==> src/rtl/axis_xform_pipe.sv <==
// rtl/axis_xform_pipe.sv - AXI-Stream per-packet transform stage with 2-entry skid buffer
// and per-packet byte/overflow reporting.
module axis_xform_pipe #(
   parameter int TDATA_WIDTH = 32,
   parameter int CNT_W       = 16
) (
   input  logic                       aclk,
   input  logic                       aresetn,
   input  logic [TDATA_WIDTH-1:0]     s_axis_tdata,
   input  logic [TDATA_WIDTH/8-1:0]   s_axis_tkeep,
   input  logic                       s_axis_tlast,
   input  logic                       s_axis_tvalid,
   output logic                       s_axis_tready,
   output logic [TDATA_WIDTH-1:0]     m_axis_tdata,
   output logic [TDATA_WIDTH/8-1:0]   m_axis_tkeep,
   output logic                       m_axis_tlast,
   output logic                       m_axis_tvalid,
   input  logic                       m_axis_tready,
   input  logic [1:0]                 mode,
   input  logic [TDATA_WIDTH-1:0]     constant_value,
   input  logic                       sat_en,
   output logic                       pkt_done,
   output logic [CNT_W-1:0]           pkt_bytes,
   output logic                       pkt_overflow
);

   localparam int NB  = TDATA_WIDTH / 8;
   localparam int PCW = $clog2(NB + 1);

   typedef enum logic {IDLE, IN_PKT} pkt_state_t;

   pkt_state_t              state_q, state_d;
   logic [1:0]              lat_mode_q, lat_mode_d;
   logic [TDATA_WIDTH-1:0]  lat_const_q, lat_const_d;
   logic                    lat_sat_q, lat_sat_d;

   logic                    out_valid_q, out_valid_d;
   logic [TDATA_WIDTH-1:0]  out_data_q, out_data_d;
   logic [NB-1:0]           out_keep_q, out_keep_d;
   logic                    out_last_q, out_last_d;
   logic                    out_ovf_q, out_ovf_d;

   logic                    skid_valid_q, skid_valid_d;
   logic [TDATA_WIDTH-1:0]  skid_data_q, skid_data_d;
   logic [NB-1:0]           skid_keep_q, skid_keep_d;
   logic                    skid_last_q, skid_last_d;
   logic                    skid_ovf_q, skid_ovf_d;

   logic                    in_ready_q, in_ready_d;
   logic [CNT_W-1:0]        byte_acc_q, byte_acc_d;
   logic                    ovf_acc_q, ovf_acc_d;
   logic                    pkt_done_q, pkt_done_d;
   logic [CNT_W-1:0]        pkt_bytes_q, pkt_bytes_d;
   logic                    pkt_ovf_q, pkt_ovf_d;

   logic                    in_hs, out_hs;
   logic [1:0]              eff_mode;
   logic [TDATA_WIDTH-1:0]  eff_const;
   logic                    eff_sat;
   logic [TDATA_WIDTH:0]    sum;
   logic [TDATA_WIDTH-1:0]  x_data;
   logic [NB-1:0]           x_keep;
   logic                    x_ovf;
   logic [CNT_W:0]          acc_sum;
   logic [CNT_W-1:0]        acc_next;

   function automatic logic [PCW-1:0] popcnt(input logic [NB-1:0] k);
      logic [PCW-1:0] c;
      c = '0;
      for (int i = 0; i < NB; i++) c = c + PCW'(k[i]);
      return c;
   endfunction

   assign in_hs  = s_axis_tvalid & in_ready_q;
   assign out_hs = out_valid_q & m_axis_tready;

   // The first beat of a packet uses the live controls; later beats use the latched copy.
   assign eff_mode  = (state_q == IDLE) ? mode           : lat_mode_q;
   assign eff_const = (state_q == IDLE) ? constant_value : lat_const_q;
   assign eff_sat   = (state_q == IDLE) ? sat_en         : lat_sat_q;
   assign sum       = {1'b0, s_axis_tdata} + {1'b0, eff_const};

   always_comb begin
      x_data = s_axis_tdata;
      x_keep = s_axis_tkeep;
      x_ovf  = 1'b0;
      case (eff_mode)
         2'd1: begin
            for (int i = 0; i < NB; i++) begin
               x_data[8*i +: 8] = s_axis_tdata[8*(NB-1-i) +: 8];
               x_keep[i]        = s_axis_tkeep[NB-1-i];
            end
         end
         2'd2: begin
            x_ovf  = sum[TDATA_WIDTH];
            x_data = (sum[TDATA_WIDTH] && eff_sat) ? '1 : sum[TDATA_WIDTH-1:0];
         end
         2'd3: x_data = s_axis_tdata ^ eff_const;
         default: x_data = s_axis_tdata;
      endcase
   end

   assign acc_sum  = {1'b0, byte_acc_q} + (CNT_W+1)'(popcnt(out_keep_q));
   assign acc_next = acc_sum[CNT_W] ? '1 : acc_sum[CNT_W-1:0];

   always_comb begin
      state_d      = state_q;
      lat_mode_d   = lat_mode_q;
      lat_const_d  = lat_const_q;
      lat_sat_d    = lat_sat_q;
      out_valid_d  = out_valid_q;
      out_data_d   = out_data_q;
      out_keep_d   = out_keep_q;
      out_last_d   = out_last_q;
      out_ovf_d    = out_ovf_q;
      skid_valid_d = skid_valid_q;
      skid_data_d  = skid_data_q;
      skid_keep_d  = skid_keep_q;
      skid_last_d  = skid_last_q;
      skid_ovf_d   = skid_ovf_q;
      byte_acc_d   = byte_acc_q;
      ovf_acc_d    = ovf_acc_q;
      pkt_done_d   = 1'b0;
      pkt_bytes_d  = pkt_bytes_q;
      pkt_ovf_d    = pkt_ovf_q;

      if (in_hs) begin
         if (state_q == IDLE) begin
            lat_mode_d  = mode;
            lat_const_d = constant_value;
            lat_sat_d   = sat_en;
            state_d     = s_axis_tlast ? IDLE : IN_PKT;
         end else if (s_axis_tlast) begin
            state_d = IDLE;
         end
      end

      // Input is only accepted while the skid is empty, so skid and input never compete.
      if (!out_valid_q || out_hs) begin
         if (skid_valid_q) begin
            out_valid_d  = 1'b1;
            out_data_d   = skid_data_q;
            out_keep_d   = skid_keep_q;
            out_last_d   = skid_last_q;
            out_ovf_d    = skid_ovf_q;
            skid_valid_d = 1'b0;
         end else if (in_hs) begin
            out_valid_d = 1'b1;
            out_data_d  = x_data;
            out_keep_d  = x_keep;
            out_last_d  = s_axis_tlast;
            out_ovf_d   = x_ovf;
         end else begin
            out_valid_d = 1'b0;
         end
      end else if (in_hs) begin
         skid_valid_d = 1'b1;
         skid_data_d  = x_data;
         skid_keep_d  = x_keep;
         skid_last_d  = s_axis_tlast;
         skid_ovf_d   = x_ovf;
      end
      in_ready_d = !skid_valid_d;

      if (out_hs) begin
         if (out_last_q) begin
            pkt_done_d  = 1'b1;
            pkt_bytes_d = acc_next;
            pkt_ovf_d   = ovf_acc_q | out_ovf_q;
            byte_acc_d  = '0;
            ovf_acc_d   = 1'b0;
         end else begin
            byte_acc_d = acc_next;
            ovf_acc_d  = ovf_acc_q | out_ovf_q;
         end
      end
   end

   always_ff @(posedge aclk or negedge aresetn) begin
      if (!aresetn) begin
         state_q      <= IDLE;
         lat_mode_q   <= '0;
         lat_const_q  <= '0;
         lat_sat_q    <= 1'b0;
         out_valid_q  <= 1'b0;
         out_data_q   <= '0;
         out_keep_q   <= '0;
         out_last_q   <= 1'b0;
         out_ovf_q    <= 1'b0;
         skid_valid_q <= 1'b0;
         skid_data_q  <= '0;
         skid_keep_q  <= '0;
         skid_last_q  <= 1'b0;
         skid_ovf_q   <= 1'b0;
         in_ready_q   <= 1'b0;
         byte_acc_q   <= '0;
         ovf_acc_q    <= 1'b0;
         pkt_done_q   <= 1'b0;
         pkt_bytes_q  <= '0;
         pkt_ovf_q    <= 1'b0;
      end else begin
         state_q      <= state_d;
         lat_mode_q   <= lat_mode_d;
         lat_const_q  <= lat_const_d;
         lat_sat_q    <= lat_sat_d;
         out_valid_q  <= out_valid_d;
         out_data_q   <= out_data_d;
         out_keep_q   <= out_keep_d;
         out_last_q   <= out_last_d;
         out_ovf_q    <= out_ovf_d;
         skid_valid_q <= skid_valid_d;
         skid_data_q  <= skid_data_d;
         skid_keep_q  <= skid_keep_d;
         skid_last_q  <= skid_last_d;
         skid_ovf_q   <= skid_ovf_d;
         in_ready_q   <= in_ready_d;
         byte_acc_q   <= byte_acc_d;
         ovf_acc_q    <= ovf_acc_d;
         pkt_done_q   <= pkt_done_d;
         pkt_bytes_q  <= pkt_bytes_d;
         pkt_ovf_q    <= pkt_ovf_d;
      end
   end

   assign s_axis_tready = in_ready_q;
   assign m_axis_tvalid = out_valid_q;
   assign m_axis_tdata  = out_data_q;
   assign m_axis_tkeep  = out_keep_q;
   assign m_axis_tlast  = out_last_q;
   assign pkt_done      = pkt_done_q;
   assign pkt_bytes     = pkt_bytes_q;
   assign pkt_overflow  = pkt_ovf_q;

endmodule

==> config.mk <==
export PLATFORM = sky130hd
export DESIGN_NAME = axis_xform_pipe
export DESIGN_NICKNAME = d
export VERILOG_FILES = /design/src/rtl/axis_xform_pipe.sv
export SDC_FILE = /design/constraint.sdc
export NUM_CORES = 1
export LEC_CHECK = 0
export ABC_AREA = 1
export CAP_MARGIN = 20
export CORE_MARGIN = 4
export CORE_UTILIZATION = 29
export DETAILED_ROUTE_END_ITERATION = 10
export PLACE_DENSITY = 0.5
export SLEW_MARGIN = 10
export SYNTH_ARGS = -nofsm -noshare
export SYNTH_HDL_FRONTEND = slang
export SYNTH_SLANG_ARGS = --single-unit
==> constraint.sdc <==
create_clock -name aclk -period 8.9 [get_ports aclk]
set_input_delay 2.67 -clock aclk [delete_from_list [all_inputs] [get_ports aclk]]
set_output_delay 2.67 -clock aclk [all_outputs]
set_load 0.05 [all_outputs]
**Yosys cells after proc, flatten, opt, wreduce, memory -nomap -nowiden**

Index checks and enable logic that the tools add are counted.

- Bitwise logic cells: 5
- Multiplexer cells: 25
- Reductions and logical operators: 8
- Add/subtract/negate cells: 5
- Equality and inequality tests: 3

Operator list:

| cell | number |
|---|---|
| 32-bit two-way mux | 4 |
| 32-bit one-hot mux with 3 select lines | 1 |
| 32-bit by 32-bit adder with 33-bit output | 1 |
| 16-bit two-way mux | 2 |
| 32-bit bitwise XOR | 1 |
| 16-bit by 3-bit adder with 17-bit output | 1 |
| 1-bit two-way mux | 14 |
| 4-bit two-way mux | 3 |
| 2-bit AND reduction | 3 |
| 2-bit == test (second input constant) | 2 |
| 2-bit by 1-bit adder with 3-bit output | 1 |
| 3-bit by 1-bit adder with 3-bit output | 1 |
| 1-bit by 1-bit adder with 2-bit output | 1 |
| 1-bit AND | 2 |
| 2-bit by 1-bit == test with 1-bit output (second input constant) | 1 |
| 1-bit logical NOT | 2 |
| 2-bit two-way mux | 1 |
| 2-bit nonzero test | 1 |
| 1-bit logical AND | 1 |
| 1-bit logical OR | 1 |
| 1-bit NOT | 1 |
| 1-bit OR | 1 |

- Flip-flop bits (word level): 150

**Logic depth before layout (Yosys ltp)**

- Depth in word-level cells: 7
- Mapped depth: 24
- Gate-level depth less buffers: 21

**Worst setup path after synthesis**

OpenSTA, ideal clock, no wires.

- Path kind: in2reg
- Start: in constant_value[0]
- End: reg out_data_q[4] (netlist: m_axis_tdata[4])
- Library setup time: 118 ps
- Buffers on the path: 1
- Path slack: 4129 ps
- Required time: 8782 ps
- Cell stages on the path: 21
- Data arrival time: 4653 ps
- Cell sequence: nand2_1 o21ai_0 ha_1 fa_1 nand3_1 nand3_2 nand2_1 nand2_2 nand2_1 nand2_2 nand2_2 nand2_4 nand3_4 nand2_4 inv_4 buf_6 nand2_1 o21ai_2 nand2_1 nand2_1 nand2_1

- Cells in the longest elaborated chain, start to end: 7

Ends and longest elaborated chain:

| element | line | source |
|---|---|---|
| start, declared | 20 | `input logic [TDATA_WIDTH-1:0] constant_value,` |
| 32-bit two-way mux * | - |  |
| via eff_const[0] | 58 | `logic [TDATA_WIDTH-1:0] eff_const;` |
| 32-bit by 32-bit adder with 33-bit output * | 81 | `assign sum = {1'b0, s_axis_tdata} + {1'b0, eff_const};` |
| 1-bit logical AND | 96 | `x_data = (sum[TDATA_WIDTH] && eff_sat) ? '1 : sum[TDATA_WIDTH-1:0];` |
| 32-bit two-way mux * | 96 |  |
| 32-bit one-hot mux with 3 select lines * | 87 | `case (eff_mode)` |
| 32-bit two-way mux * | 147 | `end else if (in_hs) begin` |
| 32-bit two-way mux * | 140 | `if (skid_valid_q) begin` |
| end signal, assigned | 207 | `out_data_q <= out_data_d;` |
| end, declared | 38 | `logic [TDATA_WIDTH-1:0] out_data_q, out_data_d;` |

The timed path passes the listed nets; every way through them passes the cells marked *. The select of a mux whose other input is x is not followed.
A chain may end at the register's enable or synchronous reset.

**Worst setup path after layout**

- Start: in constant_value[0]
- End: reg out_data_q[27] (netlist: m_axis_tdata[27])

Same word-level chain as after synthesis.

==> results.json <==
{
  "status": "completed",
  "cts_root_buf": "clkbuf_16",
  "finalCriticalPeriod_ps": 5563,
  "drcViolationCount": 0,
  "via_per_inst": 4.602,
  "worstPathCellList": "clkdlybuf4s50_1, nand2_1, o21ai_0, ha_1, fa_1, nand3_1, nand3_2, nand2_1, nand2_2, nand2_1, nand2_2, nand2_2, nand2_4, nand2_1, nand3_1, nand2_1, nand2_1, nand2_1, nand2_1, nand2_1, nand2_1",
  "fin_crit_sh_pct": 62.51,
  "cpMaxStageDelayCell": "fa_1",
  "yosys.cell_types.count": 40,
  "synth_seq_cells": 150,
  "fp.dieH_um": 196.7,
  "post_cts_resized": 0,
  "max_stage_delay_ps": 450,
  "multi_input_area_um2": 5480,
  "hold_path.class": "flip-flop to flip-flop",
  "syn-cell-area_um2": 10320,
  "cts_buffers": 17,
  "clk-insertion-delay-late_ps": 450,
  "maxCapViolCount": 0,
  "crit_required_ps": 9240,
  "place.port_buffers": 132,
  "synth_fp_nets": 1706,
  "layout_commonest_cell": "nand2_1",
  "clock-sinks": 150,
  "grt_start_max_net_pins": 90,
  "post-cts-setup-buffer-count": 0,
  "clk_pin_slew_ps": 70,
  "end_kind": "flip-flop",
  "peakVddDrop_mv": 0.1492,
  "htreeDepth": 4,
  "initial_core_util_pct": 29.66,
  "grt_antenna_before_repair": 0,
  "drtIter0Drc": 715,
  "max_freq_mhz": 179.8,
  "ctsHoldBuffers": 0,
  "grt_use_total_pct": 18.41,
  "syn_avg_cell_area_um2": 6.479,
  "finalHoldViolCount": 0,
  "dp_hpwl_mm": 28.19,
  "synthCells": 1593,
  "layout_common_cells": "634 x nand2_1, 215 x inv_1, 150 x dfrtp_1, 148 x o21ai_0, 131 x clkdlybuf4s50_1",
  "routed_wl_mm": 35.48,
  "grt-ovfl-total": 0,
  "crit_path_max_fanout": 12,
  "post-route-util_pct": 36.24,
  "die-area_um2": 38670,
  "fill_cells": 3814,
  "cts_tree": "done",
  "die_w_um": 196.7,
  "vias": 9954,
  "slew_viol_final": 0,
  "critPathLaunchType": "primary input",
  "gp_routability_congestion": 0.9798,
  "cpMostUsedCell": "nand2_1",
  "area_growth_pct": 22.18,
  "relSlewSlack_pct": 37.24,
  "yosys_most_used_dff": "dfrtp_1",
  "layout-drive-gt1-share_pct": 5.035,
  "path_class": "primary input to flip-flop",
  "fin_skew_ps": 19.36,
  "rsz0062_at_grt": "no",
  "cp.arrival_ps": 5900,
  "finalSetupTns_ps": 0,
  "clock_path_buffers": 2,
  "p_leak_nw": 6.567,
  "first_global_vias": 9519,
  "io_pins": 133,
  "firstDrtPassIters": 5,
  "synth_warnings": 0,
  "core_um2": 34800,
  "synth_edf_count": 0,
  "synthArstFlopShare_pct": 100.0,
  "ys_seq_area_share_pct": 36.37,
  "pwr_density_cell_nw_per_um2": 278.2,
  "p_total_mw": 3.508,
  "wl_per_cell_um": 16.40,
  "seq_area_um2": 3754,
  "fp-row-count": 68,
  "nets": 1808,
  "setup_violations": 0,
  "drtAntennaViolNets": 0,
  "antennaDiodeCount": 0,
  "worst_pin_slew_ps": 940.4,
  "grt_first_pass_wirelength_mm": 55.54
}
cell type report:
cell class                 count  area share (%)
tap                          455           4.514
timing repair buffer         139           10.90
clock inverter                15           1.379
inverter                     221           6.608
sequential                   150           29.76
multi-input combinational   1166           43.46
clock buffer                  17           3.373
final timing paths:
| kind | startpoint | end | slack [ps] | cells past startpoint |
|---|---|---|---|---|
| setup reg to reg | state_q | m_axis_tdata[27] | 4810 | 21 |
| min in group asynchronous | aresetn | lat_const_q[18] | 2290 | 1 |
| hold reg to reg | m_axis_tdata[30] | m_axis_tdata[30] | 480 | 2 |
| max in group asynchronous | aresetn | m_axis_tdata[30] | 5210 | 2 |
| hold / removal | m_axis_tdata[30] | m_axis_tdata[30] | 480 | 2 |
| setup / recovery | constant_value[0] | m_axis_tdata[27] | 3340 | 21 |
through the flow:
step           worst slack [ps]  cell area (um2)  hold WS (ps)  cells
2_1_floorplan              4129            10320         445.5   1593
3_3_place_gp               2990            12010         463.1   2131
3_5_place_dp               2905            12010         468.3   2131
4_1_cts                    3382            12610         487.3   2163
5_1_grt                    3058            12610         492.5   2163
6_report                   3337            12610         477.6   2163
power breakdown:
group | total (mW) | internal [mW] | switching [mW] | leakage (nW)
combinational | 1.74 | 0.557 | 1.18 | 4.38
clock | 0.730 | 0.377 | 0.353 | 0.285
sequential | 1.04 | 0.907 | 0.130 | 1.90
worst max-delay path: cells and delay by family:
family	cells	cell delay, ps
and+or+nand+nor	17	1770
adders and majority gates	2	790
buffers and inverters	1	400
AOI/OAI and AO/OA	1	240
sequential cells by signal, summed over array words and instances, names as in the netlist, 2 cells and up:
name          count
byte_acc_q       16
m_axis_tdata     32
skid_keep_q       4
lat_mode_q        2
m_axis_tkeep      4
skid_data_q      32
pkt_bytes        16
lat_const_q      32
cells by family after synthesis:
kind of cell / count (synthesis) / share of synthesized area [%]
AND/OR/NAND/NOR: 863 / 33.66
XOR/XNOR: 18 / 1.527
flip-flops: 150 / 36.37
AO/OA/AOI/OAI: 248 / 13.08
buffers and inverters: 277 / 10.58
adder cells (fa/ha/maj): 37 / 4.776
synth_stat cells (2+ instances only):
cell type | instances | area, um2
xor2_1 | 16 | 140.1
nand3_1 | 50 | 250.2
inv_1 | 216 | 810.8
ha_1 | 33 | 412.9
o211ai_1 | 2 | 15.01
nand2_2 | 12 | 75.07
nand2_4 | 2 | 22.52
nor2_1 | 123 | 461.7
o21ai_2 | 6 | 52.55
a221oi_1 | 9 | 78.83
o21ai_0 | 148 | 740.7
nor2_2 | 5 | 31.28
dfrtp_1 | 150 | 3754
and3_1 | 4 | 25.02
a21oi_1 | 41 | 205.2
buf_1 | 4 | 15.01
a221oi_2 | 2 | 30.03
nand2_1 | 636 | 2387
clkbuf_1 | 40 | 150.1
o21a_1 | 4 | 30.03
nand4_1 | 10 | 62.56
nor3_1 | 4 | 20.02
nor3_2 | 2 | 20.02
nor2_4 | 2 | 22.52
o21ai_1 | 23 | 115.1
inv_2 | 3 | 11.26
buf_2 | 6 | 30.03
buf_6 | 5 | 56.30
and2_1 | 5 | 31.28
or2_2 | 5 | 31.28
o22ai_1 | 12 | 75.07
fa_1 | 4 | 80.08
xnor2_1 | 2 | 17.52
metal layers:
layer	global-route usage, %	part of all wire, %	wire [um]	up-vias
met5	0	0	0	-
met4	4.366	1.6	572	0
met3	3.556	5.2	1859	23
met2	27.30	42	15030	223
met1	27.69	51	18020	4532
li1	-	-	-	5176
Note: power is estimated with default switching activity, not from simulation.
